--- src/rtl/cdsched_pkg.sv ---
`default_nettype none
// ============================================================================
// Module   : cdsched_pkg
// Purpose  : Shared constants, state encoding and helpers for the
//            command/data routine round-robin scheduler.
// Revision : 1.0 - initial release
// ============================================================================
package cdsched_pkg;

  localparam int NUM_REQ      = 4;
  localparam int VALUE_W      = 16;
  localparam int BUSY_TIMEOUT = 16;
  localparam int IDX_W        = 2;
  localparam int CNT_W        = $clog2(BUSY_TIMEOUT);

  // Requester slots
  localparam logic [IDX_W-1:0] REQ_MOVETOPOINT  = 2'd0;
  localparam logic [IDX_W-1:0] REQ_SETBACKLIGHT = 2'd1;
  localparam logic [IDX_W-1:0] REQ_FILLCOLOR    = 2'd2;
  localparam logic [IDX_W-1:0] REQ_PASSTHROUGH  = 2'd3;

  // Reset grant points at the last slot so the first search starts at slot 0.
  localparam logic [IDX_W-1:0] RESET_GRANT = REQ_PASSTHROUGH;

  typedef enum logic [2:0] {
    ST_IDLE      = 3'd0,
    ST_ISSUE     = 3'd1,
    ST_WAIT_BUSY = 3'd2,
    ST_WAIT_DONE = 3'd3,
    ST_RELEASE   = 3'd4
  } sched_state_t;

  function automatic logic [NUM_REQ-1:0] idx_to_onehot(input logic [IDX_W-1:0] idx);
    idx_to_onehot      = '0;
    idx_to_onehot[idx] = 1'b1;
  endfunction

endpackage : cdsched_pkg
`default_nettype wire

--- src/rtl/rr_pick4.sv ---
`default_nettype none
// ============================================================================
// Module   : rr_pick4
// Purpose  : Combinational 4-way round-robin picker. Searches the unmasked
//            requests starting one slot above 'last', wrapping upward.
// Ports    : req   [3:0] in  - request levels
//            mask  [3:0] in  - requests to ignore this cycle
//            last  [1:0] in  - most recently granted slot
//            valid       out - at least one unmasked request present
//            idx   [1:0] out - chosen slot (holds 'last' when !valid)
// Revision : 1.0 - initial release
// ============================================================================
module rr_pick4
  import cdsched_pkg::*;
(
  input  logic [NUM_REQ-1:0] req,
  input  logic [NUM_REQ-1:0] mask,
  input  logic [IDX_W-1:0]   last,
  output logic               valid,
  output logic [IDX_W-1:0]   idx
);

  logic [NUM_REQ-1:0] eff_req;
  logic [IDX_W-1:0]   cand;

  assign eff_req = req & ~mask;

  always_comb begin
    valid = 1'b0;
    idx   = last;
    cand  = '0;
    // Offsets 1..NUM_REQ; the 2-bit add wraps naturally, and offset
    // NUM_REQ lands back on 'last' so a lone repeat request still wins.
    for (int k = 1; k <= NUM_REQ; k++) begin
      cand = last + IDX_W'(k);
      if (!valid && eff_req[cand]) begin
        valid = 1'b1;
        idx   = cand;
      end
    end
  end

endmodule : rr_pick4
`default_nettype wire

--- src/rtl/cdroutine_rr_scheduler.sv ---
`default_nettype none
// ============================================================================
// Module   : cdroutine_rr_scheduler
// Purpose  : Arbitrates four requesters onto one command/data routine.
//            Grants round-robin, issues a one-cycle go pulse, waits for the
//            routine's busy/idle handshake (with a timeout on busy rising),
//            then returns a one-cycle done pulse to the granted requester.
// Ports    : clk, rst                   - clock, sync active-high reset
//            go_req[3:0]                - request levels
//            commanddata_req[3:0]       - per-requester command/data flag
//            value_req[63:0]            - per-requester payload, 16b each
//            done_req[3:0]              - completion pulse (one-hot or 0)
//            go_cd, commanddata_cd,
//            value_cd[15:0]             - routine start pulse and operands
//            status_cd                  - routine busy
//            busy_sched                 - scheduler not idle
//            grant_idx[1:0]             - current / last granted slot
//            timeout_err                - sticky: routine never went busy
// Revision : 1.0 - initial release
// ============================================================================
module cdroutine_rr_scheduler
  import cdsched_pkg::*;
(
  input  logic                       clk,
  input  logic                       rst,
  input  logic [NUM_REQ-1:0]         go_req,
  input  logic [NUM_REQ-1:0]         commanddata_req,
  input  logic [NUM_REQ*VALUE_W-1:0] value_req,
  output logic [NUM_REQ-1:0]         done_req,
  output logic                       go_cd,
  output logic                       commanddata_cd,
  output logic [VALUE_W-1:0]         value_cd,
  input  logic                       status_cd,
  output logic                       busy_sched,
  output logic [IDX_W-1:0]           grant_idx,
  output logic                       timeout_err
);

  sched_state_t        state_q;
  logic [IDX_W-1:0]    grant_q;     // doubles as last_grant once released
  logic                cd_q;
  logic [VALUE_W-1:0]  value_q;
  logic                go_q;
  logic [NUM_REQ-1:0]  done_q;
  logic                busy_q;
  logic                tmo_q;
  logic [CNT_W-1:0]    cnt_q;
  logic [NUM_REQ-1:0]  mask_q;      // suppresses the just-released slot

  logic                pick_valid;
  logic [IDX_W-1:0]    pick_idx;

  rr_pick4 u_pick (
    .req   (go_req),
    .mask  (mask_q),
    .last  (grant_q),
    .valid (pick_valid),
    .idx   (pick_idx)
  );

  always_ff @(posedge clk) begin
    if (rst) begin
      state_q <= ST_IDLE;
      grant_q <= RESET_GRANT;
      cd_q    <= 1'b0;
      value_q <= '0;
      go_q    <= 1'b0;
      done_q  <= '0;
      busy_q  <= 1'b0;
      tmo_q   <= 1'b0;
      cnt_q   <= '0;
      mask_q  <= '0;
    end else begin
      // Pulses default low; only the owning state raises them.
      go_q   <= 1'b0;
      done_q <= '0;
      case (state_q)
        ST_IDLE: begin
          // The release mask lives for exactly one IDLE cycle.
          mask_q <= '0;
          if (pick_valid) begin
            grant_q <= pick_idx;
            cd_q    <= commanddata_req[pick_idx];
            value_q <= value_req[int'(pick_idx)*VALUE_W +: VALUE_W];
            busy_q  <= 1'b1;
            state_q <= ST_ISSUE;
          end
        end
        ST_ISSUE: begin
          // go_cd becomes visible one edge after arbitration.
          go_q    <= 1'b1;
          cnt_q   <= '0;
          state_q <= ST_WAIT_BUSY;
        end
        ST_WAIT_BUSY: begin
          if (status_cd) begin
            state_q <= ST_WAIT_DONE;
          end else if (cnt_q == CNT_W'(BUSY_TIMEOUT - 1)) begin
            tmo_q   <= 1'b1;
            done_q  <= idx_to_onehot(grant_q);
            state_q <= ST_RELEASE;
          end else begin
            cnt_q <= cnt_q + CNT_W'(1);
          end
        end
        ST_WAIT_DONE: begin
          if (!status_cd) begin
            done_q  <= idx_to_onehot(grant_q);
            state_q <= ST_RELEASE;
          end
        end
        ST_RELEASE: begin
          mask_q  <= idx_to_onehot(grant_q);
          busy_q  <= 1'b0;
          state_q <= ST_IDLE;
        end
        default: begin
          busy_q  <= 1'b0;
          state_q <= ST_IDLE;
        end
      endcase
    end
  end

  assign done_req       = done_q;
  assign go_cd          = go_q;
  assign commanddata_cd = cd_q;
  assign value_cd       = value_q;
  assign busy_sched     = busy_q;
  assign grant_idx      = grant_q;
  assign timeout_err    = tmo_q;

endmodule : cdroutine_rr_scheduler
`default_nettype wire

--- config.mk ---
export PLATFORM = sky130hd
export DESIGN_NAME = cdroutine_rr_scheduler
export DESIGN_NICKNAME = d
export VERILOG_FILES = /design/src/rtl/cdsched_pkg.sv /design/src/rtl/rr_pick4.sv /design/src/rtl/cdroutine_rr_scheduler.sv
export SDC_FILE = /design/constraint.sdc
export NUM_CORES = 1
export LEC_CHECK = 0
export BUFFER_PORTS_ARGS = -buffer_cell sky130_fd_sc_hd__buf_2
export CAP_MARGIN = 20
export CORE_MARGIN = 1
export CORE_UTILIZATION = 42
export DETAILED_ROUTE_END_ITERATION = 16
export GPL_TIMING_DRIVEN = 0
export PLACE_DENSITY = 0.82
export RECOVER_POWER = 100
export REMOVE_ABC_BUFFERS = 1
export SLEW_MARGIN = 20
export SYNTH_ARGS = -nofsm -noshare
export SYNTH_HDL_FRONTEND = slang
export SYNTH_SLANG_ARGS = --single-unit
--- constraint.sdc ---
create_clock -name clk -period 2.4 [get_ports clk]
set_clock_uncertainty 0.2 [all_clocks]
set_input_delay 0.24 -clock clk [delete_from_list [all_inputs] [get_ports clk]]
set_output_delay 0.24 -clock clk [all_outputs]
set_load 0.02 [all_outputs]
**Word-level counts from Yosys, hierarchy flattened**

Index checks and enable logic that the tools add are counted.
W data, S select, Z words.

- Word-level logic and storage cells: 87
- Input bits: 75
- Output and inout port bits: 26
- Register bits: 37

- Bitwise logic cells: 4
- $add $sub $neg: 4
- Multiplexer cells: 36
- Equal/unequal tests: 10
- Shift-type cells: 1
- Reduce and logical (&&, ||, !) cells: 16
- Magnitude comparators: 6

Operators by type and width:

| cell | number |
|---|---|
| $shiftx A64 B7 Y16 | 1 |
| $pmux W4 S2 | 3 |
| $mux W4 | 5 |
| $lt A2 B3 Y1 const B | 5 |
| $mux W1 | 12 |
| $mux W3 | 4 |
| $pmux W3 S4 | 1 |
| $bmux W1 S2 | 5 |
| $reduce_and A3 Y1 | 3 |
| $mux W2 | 4 |
| $ne A2 B2 Y1 const B | 4 |
| $eq A3 B2 Y1 const B | 2 |
| $add A2 B2 Y2 const B | 2 |
| $add A4 B1 Y4 const B | 1 |
| $and A4 B4 Y4 | 1 |
| $eq A4 B4 Y1 const B | 1 |
| $logic_and A1 B1 Y1 | 4 |
| $not A4 Y4 | 1 |
| $reduce_and A2 Y1 | 2 |
| $reduce_bool A2 Y1 | 2 |
| $eq A3 B1 Y1 const B | 1 |
| $eq A3 B3 Y1 const B | 1 |
| $logic_not A1 Y1 | 3 |
| $logic_not A3 Y1 | 1 |
| 7 further kinds | 8 |

**Longest topological paths before layout**

- Depth in word-level cells: 16
- Mapped depth: 11
- Depth with buffers taken out: 8

**Hierarchy**

Synthesis repeated with hierarchy kept, for this count alone.

- Cell total of the unflattened synthesis: 197
- Area, all modules: 1926.8 sq um

By module, submodules not included:

| module | seq. area each (sq um) | cells an instance | instances | area each (sq um) |
|---|---|---|---|---|
| cdroutine_rr_scheduler | 740.7 | 180 | 1 | 1809.2 |
| rr_pick4 | 0.0 | 17 | 1 | 117.6 |

**Worst setup path before layout**

No wires, ideal clock.

- Kind: reg-to-reg
- From: register grant_q[1], in the netlist grant_idx[1]
- To: register value_q[0], in the netlist value_cd[0]
- Cell stages (with the launch flop): 9
- Path slack: -0.410 ns
- Required time: 2.070 ns
- Clock period less this slack: 2.810 ns
- Library setup time: 0.130 ns
- Path buffers: 1
- Arrival: 2.481 ns
- Path through: dfxtp_1 > inv_1 > ha_1 > mux4_2 > o21bai_4 > xnor2_4 > buf_6 > mux2i_1 > o221ai_2

- Word-level cells in the longest chain between the ends: 14
- Elaborated cells on any way between the ends: 27
- Those cells by class: 3 x add/sub; 1 x shift; 16 x mux; 7 x reduce/logical

Ends and longest elaborated chain:

| element | line | text |
|---|---|---|
| from (decl) | cdroutine_rr_scheduler.sv:40 | `logic [IDX_W-1:0] grant_q;` |
| from (signal assigned) | cdroutine_rr_scheduler.sv:82 | `grant_q <= pick_idx;` |
| $add A2 B1 Y2 | rr_pick4.sv:35 | `cand = last + IDX_W'(k);` |
| $bmux W1 S2 | rr_pick4.sv:36 | `if (!valid && eff_req[cand]) begin` |
| $mux W1 (not written as such) | rr_pick4.sv:36 |  |
| $mux W1 | rr_pick4.sv:36 |  |
| $logic_not A1 Y1 | rr_pick4.sv:36 |  |
| $logic_and A1 B1 Y1 | rr_pick4.sv:36 |  |
| $mux W1 | rr_pick4.sv:36 |  |
| $logic_not A1 Y1 | rr_pick4.sv:36 |  |
| $logic_and A1 B1 Y1 | rr_pick4.sv:36 |  |
| $mux W1 | rr_pick4.sv:36 |  |
| $logic_not A1 Y1 | rr_pick4.sv:36 |  |
| $logic_and A1 B1 Y1 | rr_pick4.sv:36 |  |
| $mux W2 or $mux W1 (tied branches) | rr_pick4.sv:36 |  |
| $shiftx A64 B7 Y16 or $reduce_and A2 Y1 (tied branches) | - |  |
| to (signal assigned) | cdroutine_rr_scheduler.sv:84 | `value_q <= value_req[int'(pick_idx)*VALUE_W +: VALUE_W];` |
| to (decl) | cdroutine_rr_scheduler.sv:42 | `logic [VALUE_W-1:0] value_q;` |

Several ways; a longest one is shown, not always the timed one. The select of a mux whose other input is x is not followed.
A chain may end at the register's enable or synchronous reset.

**Final worst setup path**

- From: register grant_q[0], in the netlist grant_idx[0]
- To: register value_q[8], in the netlist value_cd[8]

Same word-level chain as after synthesis.

==> flow_summary_export.csv <==
group,metric,value,unit
status,status,"finished with violations",
status,violations,"negative setup slack",
detailed_routing,first_pass_iters,4,
detailed_routing,routedLengthMet1,2750,microns
placement,pre_cts_ws,-1090,ps
clocking,cts_tree,"yes",
layout,final_util,65.0,%
sta,max_clock_freq,0.403,GHz
logic_synthesis,yosysUniqueCellTypes,39,
detailed_routing,route.met3.wl,534,microns
clocking,cts_buffer_depth,2,
logic_synthesis,ys_seq_elements,37,
detailed_routing,wl_met2,3350,microns
grt,grt_pass1_wl,8960,microns
floorplan,fp-row-count,25,
sta,tightest_slew,545,ps
sta,maxSlewHeadroom,63.2,%
grt,globalRouteOverflowTotal,0,
critical_path,cp.arrival,2460,ps
placement,gp_congestion,0.755,
logic_synthesis,synth_area,2160,sq um
layout,antenna_cells,0,
critical_path,crit_slowest_cell,"dfxtp_4",
logic_synthesis,seq_area_frac_synth,34.3,%
min_path,min-delay-path-class,"primary input to register",
sta,grt_setup_unrepaired,"yes",
critical_path,slowest_delay,400,ps
grt,gr-usage-all-layers,21.4,%
sta,slew_violations,0,
detailed_routing,drt_wl_total,6760,microns
clocking,cts_max_level,2,
logic_synthesis,syn_inst,219,
detailed_routing,maxUsedRoutingLayer,"met4",
grt,antenna_found_initial,0,
critical_path,crit_fanout,9,
clocking,cts_made_buffers,5,
clocking,insertion_delay,290,ps
power,ir_worst_vdd,0.000844,V
detailed_routing,viasPerCell,5.52,
layout,nNetsFinal,416,
layout,layout_commonest_cell,"buf_2",
clocking,clockRootBuffer,"clkbuf_8",
sta,setup_viol,17,
detailed_routing,vias,2231,
power,powerDensity,1410,nW/um^2
placement,hpwl,4010,microns
placement,place_area,2670,sq um
logic_synthesis,syn_avg_cell_area,9.86,sq um
floorplan,core_area,4850,sq um
sta,hold_viol_final,0,
critical_path,worst_setup_path_start_kind,"register",
detailed_routing,wl_per_cell,16.7,microns
power,total_power,4.44,mW
floorplan,dieArea,5430,sq um
layout,drive_gt1_share,45.1,%
layout,nFillCells,386,
clocking,clkSinkCount,37,
run,drv_cap,0,
floorplan,die_y,73.7,microns
placement,io_buffers,100,
critical_path,path_cells,"inv_8 -> ha_4 -> mux4_2 -> o21bai_4 -> xnor2_4 -> buf_12 -> buf_16 -> mux2i_1 -> o221ai_2",
floorplan,start_util,44.5,%
grt,grt_pass1_vias,2041,
critical_path,crit_type,"register to register",
logic_synthesis,synthArstFlopShare,0,%
grt,grt_max_degree,18,
detailed_routing,ant_nets,0,
sta,period_share,104,%
floorplan,fp.dieW,73.7,microns
sta,fin_crit,2480,ps
critical_path,crit_required,2370,ps
sta,fin_ws,-84.3,ps
layout,final_area,3150,sq um
detailed_routing,drtIter0Drc,73,
clocking,clkSlewWorstSetupHoldPaths,80,ps
detailed_routing,drc_errors,0,
power,leakage,1.30,nW
critical_path,cp-end-kind,"register",
layout,final_cell_mix,"75 x buf_2, 35 x dfxtp_1, 26 x clkbuf_1",
logic_synthesis,synth_edf_count,0,
floorplan,ios,101,
logic_synthesis,yosysWarnings,0,
logic_synthesis,synth_flop_cell,"dfxtp_1",
clocking,cts_hold_buf,0,
layout,area_growth,46.0,%
[where the power goes]
part,internal [mW],leakage [nW],total [mW],switching (mW)
clock,0.204,0.0374,0.430,0.225
combinational,1.68,0.963,3.18,1.51
sequential,0.743,0.303,0.829,0.0862
total,2.62,1.30,4.44,1.82
[metrics by stage]
stage,hold slack (ps),setup TNS (ps),std cells
after global routing,31.5,-1940,404
after CTS,37.2,-504,400
after detailed placement,246,-17420,375
after floorplan,109,-17310,207
after global placement,239,-21940,374
final,39.7,-781,404
[timing repair]
item,4_1_cts,5_1_grt
resized for setup,21,29
setup buffers,16,2
gates cloned,1,2
endpoints found under the setup margin,19,17
pin swaps,7,9
hold endpoints to repair,0,0
[worst max-delay path, delay by kind of cell (launching register included)]
family          cells  cell delay (ps)
compound gates      2              350
buf+inv             3              370
xor+xnor            1              160
mux                 2              610
fa+ha+maj           1              290
flops               1              400
[cell families after synthesis]
kind of cell | count (synthesis) | share of synthesized area [%]
buffers and inverters | 16 | 5.62
multiplexers | 37 | 18.9
flip-flops | 37 | 34.3
XOR/XNOR | 3 | 2.09
AND/OR/NAND/NOR | 70 | 15.9
adder cells (fa/ha/maj) | 5 | 2.90
AO/OA/AOI/OAI | 51 | 20.3
[final cells by class]
| type | instances | area, sq um | share of cell area [%] |
|---|---|---|---|
| Multi-Input combinational cell | 168 | 1500 | 47.6 |
| Clock buffer | 6 | 72.6 | 2.30 |
| Inverter | 4 | 22.5 | 0.715 |
| Timing Repair Buffer | 120 | 711 | 22.5 |
| Sequential cell | 37 | 748 | 23.7 |
| Tap cell | 67 | 83.8 | 2.66 |
| Clock inverter | 2 | 15.0 | 0.476 |
[registers in the layout (all words and copies together) (netlist names)]
name            flops
mask_q              4
go_cd               1
done_req            4
timeout_err         1
state_q             3
cnt_q               4
busy_sched          1
commanddata_cd      1
value_cd           16
grant_idx           2
[path summary, 6_finish.rpt]
check / from / to / slack, ps / cells past startpoint
max reg2reg: grant_idx[0] / value_cd[8] / -80 / 9
min reg2reg: value_cd[3] / value_cd[3] / 260 / 2
max: grant_idx[0] / value_cd[8] / -80 / 9
min: value_req[57] / value_cd[9] / 40 / 3
[layer usage]
layer,vias to the layer above,track usage [%]
met5,-,0
met4,0,5.34
met3,16,5.62
met2,104,41.1
met1,1057,23.1
li1,1054,-
[cell usage after synthesis, drive strengths merged (5+ instances only)]
cell type  number  area share, %
o221ai         18             10
o21ai           9            2.3
nor2b           5            1.4
nor3            6            1.4
a21oi          11            2.6
nor2           13            2.6
buf             8            4.0
mux2i          34             16
nand3           6            1.4
ha              5            2.9
dfxtp          37             34
nand2          24            4.2
nand2b          6            1.7
No activity file was read; power rests on OpenSTA's default activity.
